File: src/rtl/pipe_hazard_ctrl.sv
// pipe_hazard_ctrl -- hazard / stall / flush controller for a short in-order
// pipeline (IF, ID, EX, WB).
//
// Keeps a shadow copy of the destination-register bookkeeping for the EX and
// WB stages and combines it with the instruction currently in ID to decide
// stalls, bubbles, flushes and operand forwarding.  Multiply instructions
// occupy EX for MUL_CYCLES cycles; a taken branch flushes IF-ID for two
// cycles.
//
// Build option: define PIPE_HAZARD_CTRL_FWD_EN to enable operand forwarding
// (only load-use then stalls).  Without it fwd_a/fwd_b stay 00 and every
// RAW dependency on EX or WB stalls until the producer has left WB.
//
// Ports
//   clk, rst                 clock, synchronous active-high reset
//   id_valid                 ID stage holds a valid instruction
//   id_rs1, id_rs2, id_rd    ID source / destination register addresses
//   id_we                    ID instruction writes id_rd
//   id_is_load, id_is_mul    ID instruction is a load / multi-cycle multiply
//   ex_branch_taken          EX resolved a taken branch this cycle
//   pc_stall, if_id_stall    hold PC / hold IF-ID
//   id_ex_bubble             load a NOP into ID-EX
//   if_id_flush              replace IF-ID contents with NOP
//   fwd_a, fwd_b             operand source: 00 regfile, 01 EX, 10 WB
//   ex_busy                  multiply occupying EX
//   stall_cnt                saturating count of pc_stall cycles
module pipe_hazard_ctrl #(
  parameter int REG_AW     = 3,
  parameter int MUL_CYCLES = 3
) (
  input  logic              clk,
  input  logic              rst,
  input  logic              id_valid,
  input  logic [REG_AW-1:0] id_rs1,
  input  logic [REG_AW-1:0] id_rs2,
  input  logic [REG_AW-1:0] id_rd,
  input  logic              id_we,
  input  logic              id_is_load,
  input  logic              id_is_mul,
  input  logic              ex_branch_taken,
  output logic              pc_stall,
  output logic              if_id_stall,
  output logic              id_ex_bubble,
  output logic              if_id_flush,
  output logic [1:0]        fwd_a,
  output logic [1:0]        fwd_b,
  output logic              ex_busy,
  output logic [15:0]       stall_cnt
);

  typedef enum logic [1:0] {
    RUN      = 2'd0,
    MUL_WAIT = 2'd1,
    FLUSH    = 2'd2
  } state_t;

  localparam logic [3:0] MUL_LOAD = 4'(MUL_CYCLES - 1);

  state_t            state_q, state_d;
  logic [3:0]        cnt_q, cnt_d;
  logic [REG_AW-1:0] ex_rd_q, ex_rd_d, wb_rd_q, wb_rd_d;
  logic              ex_we_q, ex_we_d, ex_load_q, ex_load_d, ex_vld_q, ex_vld_d;
  logic              wb_we_q, wb_we_d, wb_vld_q, wb_vld_d;
  logic [15:0]       stall_cnt_q, stall_cnt_d;

  logic              a_ex, b_ex, a_wb, b_wb, hazard;
  logic              stall_int, bubble_int, flush_int, busy_int;
  logic [1:0]        fwd_a_int, fwd_b_int;

  function automatic logic hit(input logic [REG_AW-1:0] src,
                               input logic [REG_AW-1:0] rd,
                               input logic              vld,
                               input logic              we);
    return (src != '0) && (src == rd) && vld && we;
  endfunction

  always_comb begin
    a_ex = hit(id_rs1, ex_rd_q, ex_vld_q, ex_we_q);
    b_ex = hit(id_rs2, ex_rd_q, ex_vld_q, ex_we_q);
    a_wb = hit(id_rs1, wb_rd_q, wb_vld_q, wb_we_q);
    b_wb = hit(id_rs2, wb_rd_q, wb_vld_q, wb_we_q);
`ifdef PIPE_HAZARD_CTRL_FWD_EN
    // A load result is not available from EX, so a load match falls
    // through to the WB check (and stalls via hazard).
    hazard    = id_valid && ex_load_q && (a_ex || b_ex);
    fwd_a_int = (a_ex && !ex_load_q) ? 2'b01 : (a_wb ? 2'b10 : 2'b00);
    fwd_b_int = (b_ex && !ex_load_q) ? 2'b01 : (b_wb ? 2'b10 : 2'b00);
`else
    hazard    = id_valid && (a_ex || b_ex || a_wb || b_wb);
    fwd_a_int = 2'b00;
    fwd_b_int = 2'b00;
`endif
  end

  always_comb begin
    state_d    = state_q;
    cnt_d      = cnt_q;
    stall_int  = 1'b0;
    bubble_int = 1'b0;
    flush_int  = 1'b0;
    busy_int   = 1'b0;

    unique case (state_q)
      RUN: begin
        // A taken branch discards the ID instruction, so it overrides any
        // stall that instruction would otherwise cause.
        if (ex_branch_taken) begin
          flush_int  = 1'b1;
          bubble_int = 1'b1;
          state_d    = FLUSH;
        end else if (hazard) begin
          stall_int  = 1'b1;
          bubble_int = 1'b1;
        end else if (id_valid && id_is_mul) begin
          cnt_d   = MUL_LOAD;
          state_d = MUL_WAIT;
        end
      end
      MUL_WAIT: begin
        stall_int = 1'b1;
        busy_int  = 1'b1;
        cnt_d     = cnt_q - 4'd1;
        if (cnt_q == 4'd1) begin
          state_d = RUN;
        end
      end
      FLUSH: begin
        flush_int = 1'b1;
        state_d   = RUN;
      end
      default: begin
        state_d = RUN;
      end
    endcase

    // Shadow pipeline: EX is frozen while the multiply occupies it.
    ex_rd_d   = ex_rd_q;
    ex_we_d   = ex_we_q;
    ex_load_d = ex_load_q;
    ex_vld_d  = ex_vld_q;
    wb_rd_d   = ex_rd_q;
    wb_we_d   = ex_we_q;
    wb_vld_d  = ex_vld_q;
    if (state_q == MUL_WAIT) begin
      wb_we_d  = 1'b0;
      wb_vld_d = 1'b0;
    end else begin
      ex_rd_d   = id_rd;
      ex_vld_d  = id_valid && !bubble_int;
      ex_we_d   = id_valid && !bubble_int && id_we;
      ex_load_d = id_valid && !bubble_int && id_is_load;
    end

    stall_cnt_d = stall_cnt_q;
    if (stall_int && (stall_cnt_q != '1)) begin
      stall_cnt_d = stall_cnt_q + 16'd1;
    end
  end

  // Outputs are forced quiet while reset is asserted, independent of state.
  always_comb begin
    pc_stall     = stall_int && !rst;
    if_id_stall  = stall_int && !rst;
    id_ex_bubble = bubble_int && !rst;
    if_id_flush  = flush_int && !rst;
    ex_busy      = busy_int && !rst;
    fwd_a        = rst ? 2'b00 : fwd_a_int;
    fwd_b        = rst ? 2'b00 : fwd_b_int;
    stall_cnt    = stall_cnt_q;
  end

  always_ff @(posedge clk) begin
    if (rst) begin
      state_q     <= RUN;
      cnt_q       <= '0;
      ex_rd_q     <= '0;
      ex_we_q     <= 1'b0;
      ex_load_q   <= 1'b0;
      ex_vld_q    <= 1'b0;
      wb_rd_q     <= '0;
      wb_we_q     <= 1'b0;
      wb_vld_q    <= 1'b0;
      stall_cnt_q <= '0;
    end else begin
      state_q     <= state_d;
      cnt_q       <= cnt_d;
      ex_rd_q     <= ex_rd_d;
      ex_we_q     <= ex_we_d;
      ex_load_q   <= ex_load_d;
      ex_vld_q    <= ex_vld_d;
      wb_rd_q     <= wb_rd_d;
      wb_we_q     <= wb_we_d;
      wb_vld_q    <= wb_vld_d;
      stall_cnt_q <= stall_cnt_d;
    end
  end

endmodule
File: config.mk
export PLATFORM = sky130hd
export DESIGN_NAME = pipe_hazard_ctrl
export DESIGN_NICKNAME = d
export VERILOG_FILES = /design/src/rtl/pipe_hazard_ctrl.sv
export SDC_FILE = /design/constraint.sdc
export NUM_CORES = 1
export LEC_CHECK = 0
export CAP_MARGIN = 20
export CORE_MARGIN = 2
export CORE_UTILIZATION = 50
export DETAILED_ROUTE_END_ITERATION = 12
export GPL_TIMING_DRIVEN = 0
export PLACE_DENSITY = 0.75
export SKIP_LAST_GASP = 1
export SYNTH_ARGS = -nofsm -noshare
export SYNTH_HDL_FRONTEND = slang
export SYNTH_SLANG_ARGS = --single-unit
File: constraint.sdc
create_clock -name clk -period 3.3 [get_ports clk]
set_input_delay 0.66 -clock clk [delete_from_list [all_inputs] [get_ports clk]]
set_output_delay 0.66 -clock clk [all_outputs]
set_load 0.02 [all_outputs]
==> flow_metrics.py <==
metrics = {
    "grt": {
        "grt_first_pass_wirelength_mm": 7.286,
        "grt_max_degree": 16,
        "gr-total-overflow": 0,
        "grt_pass1_vias": 1622,
        "antenna_found_initial": 0,
        "grt_usage_pct": 21.99,
    },
    "timing": {
        "rsz0062_at_grt": "true",
        "fin_skew_ns": 0.009090,
        "worstMarginPinSlew_ns": 0.8299,
        "fmax_mhz": 310.9,
        "setup_ws_ns": 0.08380,
        "slew_headroom_pct": 44.37,
        "finalHoldViolations": 0,
        "finalCritPeriodShare_pct": 97.46,
        "fin_crit_ns": 3.216,
        "setup_viol": 0,
        "tns_ns": 0,
        "drv_slew": 0,
    },
    "floorplan": {
        "die_h_um": 65.51,
        "die_w_um": 65.51,
        "coreArea_mm2": 0.003661,
        "io_pins": 41,
        "die_area_mm2": 0.004292,
        "num_rows": 22,
        "start_util_pct": 51.67,
    },
    "finish": {
        "diodes": 0,
        "drive_gt1_share_pct": 13.45,
        "multi_input_area_mm2": 0.001184,
        "fillers": 330,
        "ff_latch_area_um2": 640.6,
        "areaGrowthSynthToFinish_pct": 30.16,
        "nets": 293,
        "final_cell_count_no_fill": 323,
        "utilization_pct": 67.26,
    },
    "power_and_ir_drop": {
        "p_leak_nw": 0.9945,
        "p_per_area_mw_per_mm2": 339.5,
        "ir_drop_mv": 0.2321,
    },
    "logic_synthesis": {
        "synth_area_mm2": 0.001892,
        "ys_seq_area_share_pct": 33.86,
        "synth_edf_count": 0,
        "async_flop_share_pct": 0,
        "syn_inst": 227,
        "synth_ff_type": "dfxtp_1",
        "syn_area_per_cell_um2": 8.334,
        "ys.warnings.count": 0,
        "ys_ff_latch": 32,
        "synth_cell_types": 43,
    },
    "routing": {
        "route.detailed.drc": 0,
        "vias": 1774,
        "first_pass_iters": 4,
        "ant_nets": 0,
        "vias_per_cell": 5.492,
        "routed_wl_mm": 4.276,
        "drt-met1-wl_mm": 1.948,
        "routed.top_layer": "met4",
        "dr_wl_met3_um": 314,
        "wl_met2_mm": 1.960,
        "first_iter_violations": 104,
        "post_drt_wl_per_cell_um": 13.24,
    },
    "setup_path": {
        "cp.arrival_ns": 2.56,
        "cp-end-kind": "output pin",
        "critPathRequiredTime_ns": 2.64,
        "worstSetupStartpointType": "input pin",
        "reg2reg_from": "ex_rd_q[1]$_SDFFE_PP0N_",
        "worst-setup-path-type": "in -> out",
        "critPathLaunch": "id_rs1[2]",
        "worstPathMaxFanout": 4,
    },
    "placement": {
        "io_buffer_count": 34,
        "place_ws_ns": -0.8840,
        "gp_congestion": 0.8083,
        "dp_hpwl_mm": 3.046,
        "placed_cells": 312,
    },
    "clocking": {
        "cts.sinks": 32,
        "clockRootBuffer": "clkbuf_8",
        "htreeDepth": 2,
        "cts.clk_slew.worst_paths_ns": 0.07,
        "cts_buffer_depth": 2,
        "clock_latency_ns": 0.29,
        "tritoncts": "yes",
        "cts_buffers": 5,
        "postCtsHoldBufs": 0,
    },
    "min_path": {
        "hold_start": "ex_vld_q$_SDFFE_PP0N_",
        "hp-class": "reg -> reg",
    },
    "outcome": {
        "status": "finished, final reports clean",
    },
    "job": {
        "cap_violations": 0,
    },
}
## layout by cell type, fill, tap and decap left out, drive strengths merged, types with 3 or more instances in the layout
cell type	instances
a211oi	6
a2111oi	8
dfxtp	32
nor2	27
clkbuf	13
clkdlybuf4s50	25
dlymetal6s2s	5
ha	3
a21oi	12
nand3	9
buf	11
and2	3
nor2b	17
o21bai	4
nand2	25
conb	4
and3	4
o21ai	4
inv	11
xor2	8
mux2	14
nor3	4
## timing repair
action	4_1_cts	5_1_grt
setup buffers	3	1
pin swaps	3	2
setup endpoints to repair	3	3
resized for setup	14	11
## synth_stat cells, types with 2 or more instances
cell / count / area (um2)
o21ai_0: 3 / 15.01
nand2_1: 25 / 93.84
a31oi_1: 2 / 12.51
a21oi_1: 11 / 55.05
a211oi_2: 4 / 50.05
o21bai_1: 4 / 30.03
xor2_1: 8 / 70.07
clkbuf_1: 7 / 26.28
nor3_1: 3 / 15.01
a211oi_1: 2 / 15.01
nand4_1: 2 / 12.51
and4_1: 2 / 17.52
inv_1: 9 / 33.78
inv_2: 2 / 7.510
buf_4: 6 / 45.04
nor2b_1: 17 / 106.4
and2_1: 3 / 18.77
a2111oi_0: 5 / 43.79
dfxtp_1: 32 / 640.6
ha_1: 3 / 37.54
a2111oi_2: 3 / 45.04
and3_1: 4 / 25.02
o21a_1: 2 / 15.01
a22o_1: 2 / 17.52
nand3_1: 9 / 45.04
nor2_1: 27 / 101.4
mux2_1: 14 / 157.7
## per-stage QoR
step	total power [mW]	hold WS (ns)	area, um2
floorplan	0.4832	0.4674	1903
global placement	0.5244	0.4824	2303
detailed placement	0.5256	0.4918	2303
CTS	0.8389	0.4995	2412
global route	0.8770	0.5210	2462
finish	0.8361	0.4997	2462
## worst max-delay path: stages
cell and delay [ns]:
dlygate4sd2_1 0.29, xor2_1 0.18, a2111oi_1 0.31, a22o_1 0.25, buf_4 0.13, o211ai_4 0.08
and2_4 0.19, nor2_4 0.11, buf_4 0.12, clkdlybuf4s15_2 0.24
## power breakdown
part	switching, mW	internal (mW)
clock	0.149	0.166
sequential	0.0121	0.398
combinational	0.0628	0.0481
total	0.224	0.612
## area by class of cell
type / instances / area share [%]
flip-flops and latches: 32 / 26.02
inverters: 11 / 1.677
clock buffers: 6 / 3.354
clock inverters: 2 / 0.4065
multi-input cells: 173 / 48.07
well taps: 48 / 2.439
repair buffers: 38 / 15.29
plain buffers: 13 / 2.744
## kinds of logic (layout without fill, tap and decap cells)
logic type | Yosys count | after routing | share of synthesized area (%)
AOI/OAI and AO/OA | 49 | 49 | 21.36
xor gates and xnor gates | 8 | 8 | 3.704
adders and majority gates | 3 | 3 | 1.984
buffers and inverters | 25 | 70 | 6.151
DFF | 32 | 32 | 33.86
muxes | 15 | 15 | 8.862
other | 1 | 4 | 0.1982
and+or+nand+nor | 94 | 94 | 23.88
## flip-flops by register name, indices dropped and copies added, names as in the netlist
register,count
state_q,2
ex_vld_q,1
stall_cnt,16
wb_we_q,1
ex_we_q,1
ex_rd_q,3
cnt_q,4
wb_vld_q,1
wb_rd_q,3
## per-layer routing
layer	vias up	GRT usage (%)
met1	823	27.58
li1	886	-
met4	0	6.250
met2	59	36.73
met5	-	0
met3	6	6.336
## worst paths after layout
check / to / slack [ns] / depth (start not counted)
worst min register to register: wb_vld_q$_SDFF_PP0_ / 0.50 / 1
worst max-delay path: pc_stall / 0.08 / 10
worst max register to register: stall_cnt[8]$_SDFFE_PP0P_ / 0.91 / 8
worst min-delay path: wb_vld_q$_SDFF_PP0_ / 0.50 / 1
No activity file was read; power rests on OpenSTA's default activity.
